--- config.mk ---
export PLATFORM = sky130hd
export DESIGN_NAME = prog_loader_flat
export DESIGN_NICKNAME = d
export VERILOG_FILES = /design/src/rtl/prog_loader_if.sv /design/src/rtl/prog_loader.sv /design/src/flat_wrapper.sv
export SDC_FILE = /design/constraint.sdc
export NUM_CORES = 2
export LEC_CHECK = 0
export BUFFER_PORTS_ARGS = -buffer_cell sky130_fd_sc_hd__buf_2
export CELL_PAD_IN_SITES_DETAIL_PLACEMENT = 1
export CELL_PAD_IN_SITES_GLOBAL_PLACEMENT = 1
export CORE_MARGIN = 2
export CORE_UTILIZATION = 51
export DETAILED_ROUTE_END_ITERATION = 10
export PLACE_DENSITY_LB_ADDON = 0.1
export SLEW_MARGIN = 15
export SYNTH_ARGS = -nofsm -noshare
export SYNTH_HDL_FRONTEND = slang
export SYNTH_SLANG_ARGS = --single-unit
--- constraint.sdc ---
create_clock -name clk -period 4.3 [get_ports clk]
set_input_delay 0.43 -clock clk [delete_from_list [all_inputs] [get_ports clk]]
set_output_delay 0.43 -clock clk [all_outputs]
set_load 0.005 [all_outputs]
--- src/rtl/prog_loader_if.sv ---
// Byte-stream download channel into the program loader.
// The source (master) drives bytes; the loader (slave) returns byte_ready.
interface prog_loader_if;
  logic [7:0] byte_in;
  logic       byte_valid;
  logic       byte_ready;

  modport master (output byte_in, output byte_valid, input  byte_ready);
  modport slave  (input  byte_in, input  byte_valid, output byte_ready);
endinterface

--- src/rtl/prog_loader.sv ---
// Instruction-memory front end: packs a downloaded byte stream into 16-bit
// words, pulses start when the image is complete, then serves fetches.
module prog_loader #(
  parameter int AW = 8,
  parameter int DW = 16
) (
  input  logic          clk,
  input  logic          rst,
  input  logic          load_req,
  input  logic [AW-1:0] load_len,
  prog_loader_if.slave  bs,
  input  logic [AW-1:0] pc,
  input  logic          rom_en,
  output logic [DW-1:0] ir,
  output logic          start,
  output logic          busy,
  output logic          load_done,
  output logic          err
);

  typedef enum logic [2:0] {IDLE, LOAD_HI, LOAD_LO, KICK, RUN} state_t;

  state_t          state_q, state_d;
  logic [AW-1:0]   wcnt_q, wcnt_d;
  logic [AW-1:0]   len_q, len_d;
  logic [7:0]      hi_q, hi_d;
  logic [DW-1:0]   ir_q, ir_d;
  logic            load_done_q, load_done_d;
  logic            err_q, err_d;
  logic [DW-1:0]   mem_q [2**AW];
  logic            mem_we;
  logic [DW-1:0]   mem_wdata;

  // Handshake and status outputs come straight from the state register.
  assign bs.byte_ready = (state_q == LOAD_HI) || (state_q == LOAD_LO);
  assign busy          = (state_q == LOAD_HI) || (state_q == LOAD_LO) || (state_q == KICK);
  assign start         = (state_q == KICK);
  assign ir            = ir_q;
  assign load_done     = load_done_q;
  assign err           = err_q;

  // Next-state, word packing and fetch decode.
  always_comb begin
    state_d     = state_q;
    wcnt_d      = wcnt_q;
    len_d       = len_q;
    hi_d        = hi_q;
    ir_d        = ir_q;
    load_done_d = load_done_q;
    err_d       = err_q;
    mem_we      = 1'b0;
    mem_wdata   = {hi_q, bs.byte_in};
    case (state_q)
      IDLE, RUN: begin
        // Fetches stay live in IDLE so an image survives a reset.
        if (rom_en) ir_d = mem_q[pc];
        if (load_req) begin
          state_d     = LOAD_HI;
          wcnt_d      = '0;
          len_d       = load_len;
          load_done_d = 1'b0;
        end
      end
      LOAD_HI: begin
        if (bs.byte_valid) begin
          hi_d    = bs.byte_in;
          state_d = LOAD_LO;
        end
      end
      LOAD_LO: begin
        if (bs.byte_valid) begin
          mem_we = 1'b1;
          // len==0 wraps to all-ones, giving a full 2^AW word load.
          if (wcnt_q == len_q - AW'(1)) begin
            state_d = KICK;
          end else begin
            wcnt_d  = wcnt_q + AW'(1);
            state_d = LOAD_HI;
          end
        end
      end
      KICK: begin
        load_done_d = 1'b1;
        state_d     = RUN;
      end
      default: state_d = IDLE;
    endcase
    // A fetch while the image is in flux is a processor bug; flag it.
    if (busy && rom_en) err_d = 1'b1;
  end

  // Control and status registers.
  always_ff @(posedge clk) begin
    if (rst) begin
      state_q     <= IDLE;
      wcnt_q      <= '0;
      len_q       <= '0;
      hi_q        <= '0;
      ir_q        <= '0;
      load_done_q <= 1'b0;
      err_q       <= 1'b0;
    end else begin
      state_q     <= state_d;
      wcnt_q      <= wcnt_d;
      len_q       <= len_d;
      hi_q        <= hi_d;
      ir_q        <= ir_d;
      load_done_q <= load_done_d;
      err_q       <= err_d;
    end
  end

  // Program memory; contents deliberately survive reset.
  always_ff @(posedge clk) begin
    if (mem_we && !rst) mem_q[wcnt_q] <= mem_wdata;
  end

endmodule

--- src/flat_wrapper.sv ---
// flat-port wrapper written by rule: the top's interface ports become plain ports
module prog_loader_flat 
#(
  parameter int AW = 8,
  parameter int DW = 16
)
  (clk, rst, load_req, load_len, pc, rom_en, ir, start, busy, load_done, err, bs_byte_in, bs_byte_valid, bs_byte_ready);
  prog_loader_if bs_i ();
  input  logic clk;
  input  logic rst;
  input  logic load_req;
  input  logic [AW-1:0] load_len;
  input  logic [AW-1:0] pc;
  input  logic rom_en;
  output logic [DW-1:0] ir;
  output logic start;
  output logic busy;
  output logic load_done;
  output logic err;
  input wire logic [$bits(bs_i.byte_in)-1:0] bs_byte_in;
  input wire logic [$bits(bs_i.byte_valid)-1:0] bs_byte_valid;
  output wire logic [$bits(bs_i.byte_ready)-1:0] bs_byte_ready;
  assign bs_i.byte_in = bs_byte_in;
  assign bs_i.byte_valid = bs_byte_valid;
  assign bs_byte_ready = bs_i.byte_ready;
  prog_loader #(.AW(AW), .DW(DW)) u_core (.clk(clk), .rst(rst), .load_req(load_req), .load_len(load_len), .bs(bs_i), .pc(pc), .rom_en(rom_en), .ir(ir), .start(start), .busy(busy), .load_done(load_done), .err(err));
endmodule
# ---- Yosys cells after proc, flatten, opt, wreduce, memory -nomap -nowiden
# Memory sizes are Yosys's and may differ from the RTL's. A register that Yosys moved wholly into a read port is not among the register bits.
# Cells that the tools add are included.
dict set report totals {
  mem_bits_rw 4096
  n_memories 1
  elab_cells 48
  in_bits 29
  ff_bits 29
}
dict set report op_classes {
  muxes 15
  n_reduce_logical 15
  n_eq_ne 9
  addsub 2
}
# memory words width rd rd_ports_with_merged_regs wr line_no
set mem_list {}
lappend mem_list {u_core.mem_q 256 16 1 1 1 prog_loader.sv:30} ;# logic [DW-1:0] mem_q [2**AW];
# op count
set op_table {}
lappend op_table {{8-bit two-way mux} 3}
lappend op_table {{8-bit one-hot mux with 2 select lines} 1}
lappend op_table {{3-bit one-hot mux with 4 select lines} 1}
lappend op_table {{3-bit two-way mux} 3}
lappend op_table {{8-bit by 1-bit adder with 8-bit output, second input constant} 1}
lappend op_table {{8-bit equality test} 1}
lappend op_table {{2-bit inequality test, second input constant} 4}
lappend op_table {{2-bit AND reduction} 4}
lappend op_table {{8-bit by 1-bit subtractor with 8-bit output, second input constant} 1}
lappend op_table {{3-bit by 2-bit equality test with 1-bit output, second input constant} 2}
lappend op_table {{1-bit two-way mux} 5}
lappend op_table {{4-bit AND reduction} 1}
lappend op_table {{2-bit nonzero test} 2}
lappend op_table {{3-bit by 1-bit equality test with 1-bit output, second input constant} 1}
lappend op_table {{3-bit equality test, second input constant} 1}
lappend op_table {{3-bit logical NOT} 1}
lappend op_table {{3-bit AND reduction} 1}
lappend op_table {{1-bit logical AND} 2}
lappend op_table {{1-bit logical OR} 2}
lappend op_table {{2-bit two-way mux} 1}
lappend op_table {{1-bit one-hot mux with 2 select lines} 1}
lappend op_table {{2-bit OR reduction} 1}
lappend op_table {{1-bit logical NOT} 1}

# ---- Longest topological paths before layout
dict set report depth {
  depth_word 5
  ltp_mapped 13
}

# ---- Worst setup path before layout
# OpenSTA, ideal clock, no wires.
dict set report synth_path {
  path_type {reg-to-reg}
  from {register u_core.hi_q[2]}
  to {memory u_core.mem_q[0][10] (data pin)}
  n_path_buf 0
  stages_incl_launch_ff 1
  required_time_ps 3444
  arrival_time_ps 3397
  setup_ps 856
  slack_ps 48
  path_cell_list {dfxtp_1}
}
# element line_no
set synth_rtl {}
lappend synth_rtl {{start: declaration} prog_loader.sv:26} ;# logic [7:0] hi_q, hi_d;
lappend synth_rtl {{start signal: assignment} prog_loader.sv:106} ;# hi_q <= hi_d;
lappend synth_rtl {{end: declaration} prog_loader.sv:30}
# No word-level cell before the write port.

# ---- Final worst setup path
dict set report layout_path {
  from {register u_core.state_q[1]}
  to {memory u_core.mem_q[238][5] (enable)}
}
dict set report layout_via {
  elab_chain_cells 5
}
# element line_no
set layout_lines {}
lappend layout_lines {{start: declaration} prog_loader.sv:23} ;# state_t state_q, state_d;
lappend layout_lines {{start signal: assignment} prog_loader.sv:103} ;# state_q <= state_d;
lappend layout_lines {{3-bit by 2-bit equality test with 1-bit output} prog_loader.sv:53} ;# case (state_q)
lappend layout_lines {{1-bit two-way mux} prog_loader.sv:53}
lappend layout_lines {{1-bit logical AND} prog_loader.sv:115} ;# if (mem_we && !rst) mem_q[wcnt_q] <= mem_wdata;
lappend layout_lines {{1-bit two-way mux} prog_loader.sv:115}
lappend layout_lines {{1-bit two-way mux (not written as such)} prog_loader.sv:115}
# No other way between the ends.

==> results by group <==
Power
  • PD cells: 466.1 nW/um^2
  • Worst vdd ir: 426.9 uV
  • Static leakage: 62.33 nW

Drt
  • Via count: 85330
  • Vias/cell: 6.565
  • Drt wl/cell: 38.42 um
  • DRT iter0 DRCs: 12290
  • Pre-antenna DRT Iters: 8
  • Routed WL: around 500 mm
  • Remaining antenna violation count after routing: 0
  • DRC: 0

Logic synthesis
  • Asr flop ratio synth: 0%
  • Ys Warns: 0
  • Yosys top cell by area: edfxtp_1
  • Sequential share of the synthesized area: 77.23%
  • Synthesized area: 160400 sq um
  • Number of flops mapped to enable cells by yosys: 4096
  • Post-Synthesis Cells: 7736
  • Top post-synthesis cells by area: edfxtp_1 77%, mux4_2 9.8%, mux2i_1 4.3%
  • Post-synth top area share: 76.67%
  • Post-Syn Nets: 7770
  • Number of synthesized register bits: about 4100
  • Prevailing post-synth register cell: edfxtp_1
  • Syn_area_per_cell: 20.74 sq um
  • Yosys cell types: 86

Min path
  • Worst min path class: primary input to flop
  • Hold EP: u_core.mem_q[98][6]
  • Worst Hold Depth: 1
  • Hold path start: bs_byte_in[6]

Clocking
  • Clock-pin slew on the worst setup and hold paths: ~60 ps
  • Clock sink total: ~4100
  • Longest Clk Path Bufs: 4
  • Root Driver: clkbuf_16
  • H-tree levels: 5
  • Clock Latency Late Sink: 990 ps
  • CTS Buf Count: 426
  • CTS tree: built

Global route
  • Tot GR Track Use: 31.29%
  • Global route overflow: 0
  • Largest net degree at the start of global routing: ~150
  • Vias in the first global route: 86410
  • First-pass GRT wire length: 692.7 mm
  • Initial antenna violation count: 47

Worst setup path
  • Arrival time worst endpoint: 4850 ps
  • Worst R2R End: u_core.mem_q[238][5]
  • R2r startpoint: u_core.state_q[1]
  • Reg2Reg Depth: 7
  • Reg-to-reg slack, setup: 90 ps
  • CP cell instances: nor3b_1 -> buf_4 -> nand2_1 -> nor3b_1 -> nand3_1 -> nor2_1 -> buf_4
  • Req. time, crit path: 4940 ps
  • Worst-path maximum fanout: 12
  • Slowest stage delay, CP: 990 ps
  • CP endpoint kind: flop
  • Setup crit start: u_core.state_q[1]
  • CP Launch Type: flop
  • Critical setup path kind: flop to flop
  • CP max stage cell: nand3_1

Place
  • Placer Congestion: 0.8824
  • # port buffers: 49
  • Placed Cells incl. Taps: roughly 12000
  • Place WS: -170.6 ps
  • Hpwl dp: 310.8 mm

Floorplanning
  • Starting Density: just over 50%
  • Die width: between 500 and 600 um
  • Die Y: 564.8 um
  • Site Rows: 205
  • Die area: 319100 sq um
  • Core Box Area: 312400 sq um
  • # IOs: 50

Final layout
  • Final core utilization: between 50% and 60%
  • Final #Nets: 8512
  • Fin cells: 13000
  • Share of post-route cells with drive strength above 1: around a quarter
  • Area grow syn2layout: 14.30%

Timing
  • Final hold violation count: 0
  • Slew Viols, Final: 0
  • Final setup fails: 0
  • Worst-Margin Slew: 1299 ps
  • Skew final: 79.72 ps
  • Slew HR: roughly 13%
  • Fmax: 0.2374 GHz
  • Minimum clock period: 4213 ps
  • Final TNS setup: 0 ps
  • Final WS setup: 86.89 ps
  • Period utilisation layout: 97.98%
  • RSZ-0062 raised after global routing: false

Run status
  • Status: finished, final reports clean

Run
  • Max Cap Viol: 0
## metrics by stage
step                area, sq um  hold slack, ps  power [mW]
floorplan                160400           448.8       47.33
CTS                      183300           5.164       85.77
global route             183300           27.26       87.37
global placement         169100           457.0       49.10
finish                   183400           77.56       85.47
detailed placement       169100           475.5       49.20
## state kept, by name (all words and copies together), names as in the netlist
signal / cells
u_core.load_done: 1
u_core.ir: 16
u_core.hi_q: 8
u_core.err: 1
u_core.len_q: 8
u_core.mem_q: 4096
u_core.state_q: 3
u_core.wcnt_q: 8
## worst max-delay path: cells and delay by family, from the launching register on
family / cells / cell delay (ps)
buf+inv: 2 / 530
flops: 1 / 490
simple gates: 5 / 2860
## what timing repair did
item / CTS / global route
endpoints found under the hold margin: 124 / 0
hold buffers: 26 / 0
setup endpoints to repair: 9 / 0
gates resized for setup: 1 / 0
buffers inserted: 0 / 0
## cell families after synthesis
| family | Yosys count | share of synthesized area [%] |
|---|---|---|
| flip-flops | 4141 | 77.23 |
| multiplexers | 1404 | 14.38 |
| AO/OA/AOI/OAI | 923 | 3.953 |
| AND/OR/NAND/NOR | 783 | 2.142 |
| buffers and inverters | 470 | 2.202 |
| XOR/XNOR | 10 | 0.05460 |
| adder cells (fa/ha/maj) | 5 | 0.03900 |
## power by group
| part | internal, mW | switching, mW | leakage [nW] |
|---|---|---|---|
| Combinational | 1.31 | 2.70 | 15.5 |
| Sequential | 44.3 | 0.117 | 40.0 |
| Clock | 21.3 | 15.8 | 6.80 |
## cell usage in the layout (no fill, tap or decap), types with 16 or more instances in the layout
master / n
a2111oi_0: 20
clkinv_1: 92
nand3_1: 67
o22ai_1: 219
buf_12: 86
a221oi_1: 22
nor2_1: 246
buf_4: 607
a21oi_1: 139
diode_2: 16
bufinv_16: 44
edfxtp_1: 4096
mux4_2: 701
o221ai_1: 112
nand2_1: 243
buf_2: 38
clkbuf_16: 433
nand4_1: 20
dlygate4sd3_1: 26
a22oi_1: 102
clkbuf_1: 91
nor3_1: 49
a211oi_1: 110
clkinv_2: 89
mux2i_1: 682
nor2_2: 66
and2_1: 17
dfxtp_1: 37
o21ai_0: 108
## layout make-up
cell class	instances	area, sq um
Clock buffer	533	11300
Clock inverter	258	2608
Sequential cell	4141	123900
Multi-Input combinational cell	3125	33310
Inverter	14	60.06
Tap cell	4140	5180
Fill cell	26490	129100
Antenna cell	16	40.04
Timing Repair Buffer	770	6930
## cell usage after synthesis (4+ instances only)
cell type and number:
a211oi_1 111, o21ai_1 11, a22oi_1 102, mux2i_1 682, ha_1 5, a2111oi_1 4
edfxtp_1 4096, xnor2_1 7, dfxtp_1 45, nand3b_1 5, mux2_2 7, nor2_1 312
or3_1 5, a211o_1 13, o221ai_1 112, o21ai_0 109, buf_4 53, buf_6 68
o31ai_1 5, buf_1 18, mux4_1 14, clkbuf_1 128, nand4_1 20, a31oi_1 5
nand3_1 69, nor2b_1 11, buf_2 114, o2bb2a_1 4, buf_8 36, and3_1 6
o22ai_1 219, mux4_2 701, a21oi_1 140, and2_1 18, inv_1 13, clkbuf_4 5
nand2b_1 7, buf_12 27, nor3_1 52, a221oi_1 22, a2111oi_0 29, o2111ai_1 4
nand2_1 246, o211ai_1 6
## worst max path at each step
stage                                       end  slack (ps)  cells past startpoint
after floorplan             u_core.mem_q[0][10]          50                      0
after global placement             u_core.ir[7]        -340                     11
after detailed placement           u_core.ir[4]        -170                     12
after CTS                 u_core.mem_q[238][13]         200                      7
after global routing       u_core.mem_q[238][2]          20                      7
final                      u_core.mem_q[238][5]          90                      7
## routing by layer
metal	global-route usage [%]	wire length [um]	up-vias
met2	48.05	230000	4449
met1	45.20	202500	46270
li1	-	-	33830
met5	0	184	-
met3	6.483	48410	761
met4	10.15	18200	28
No activity file was read; power rests on OpenSTA's default activity.
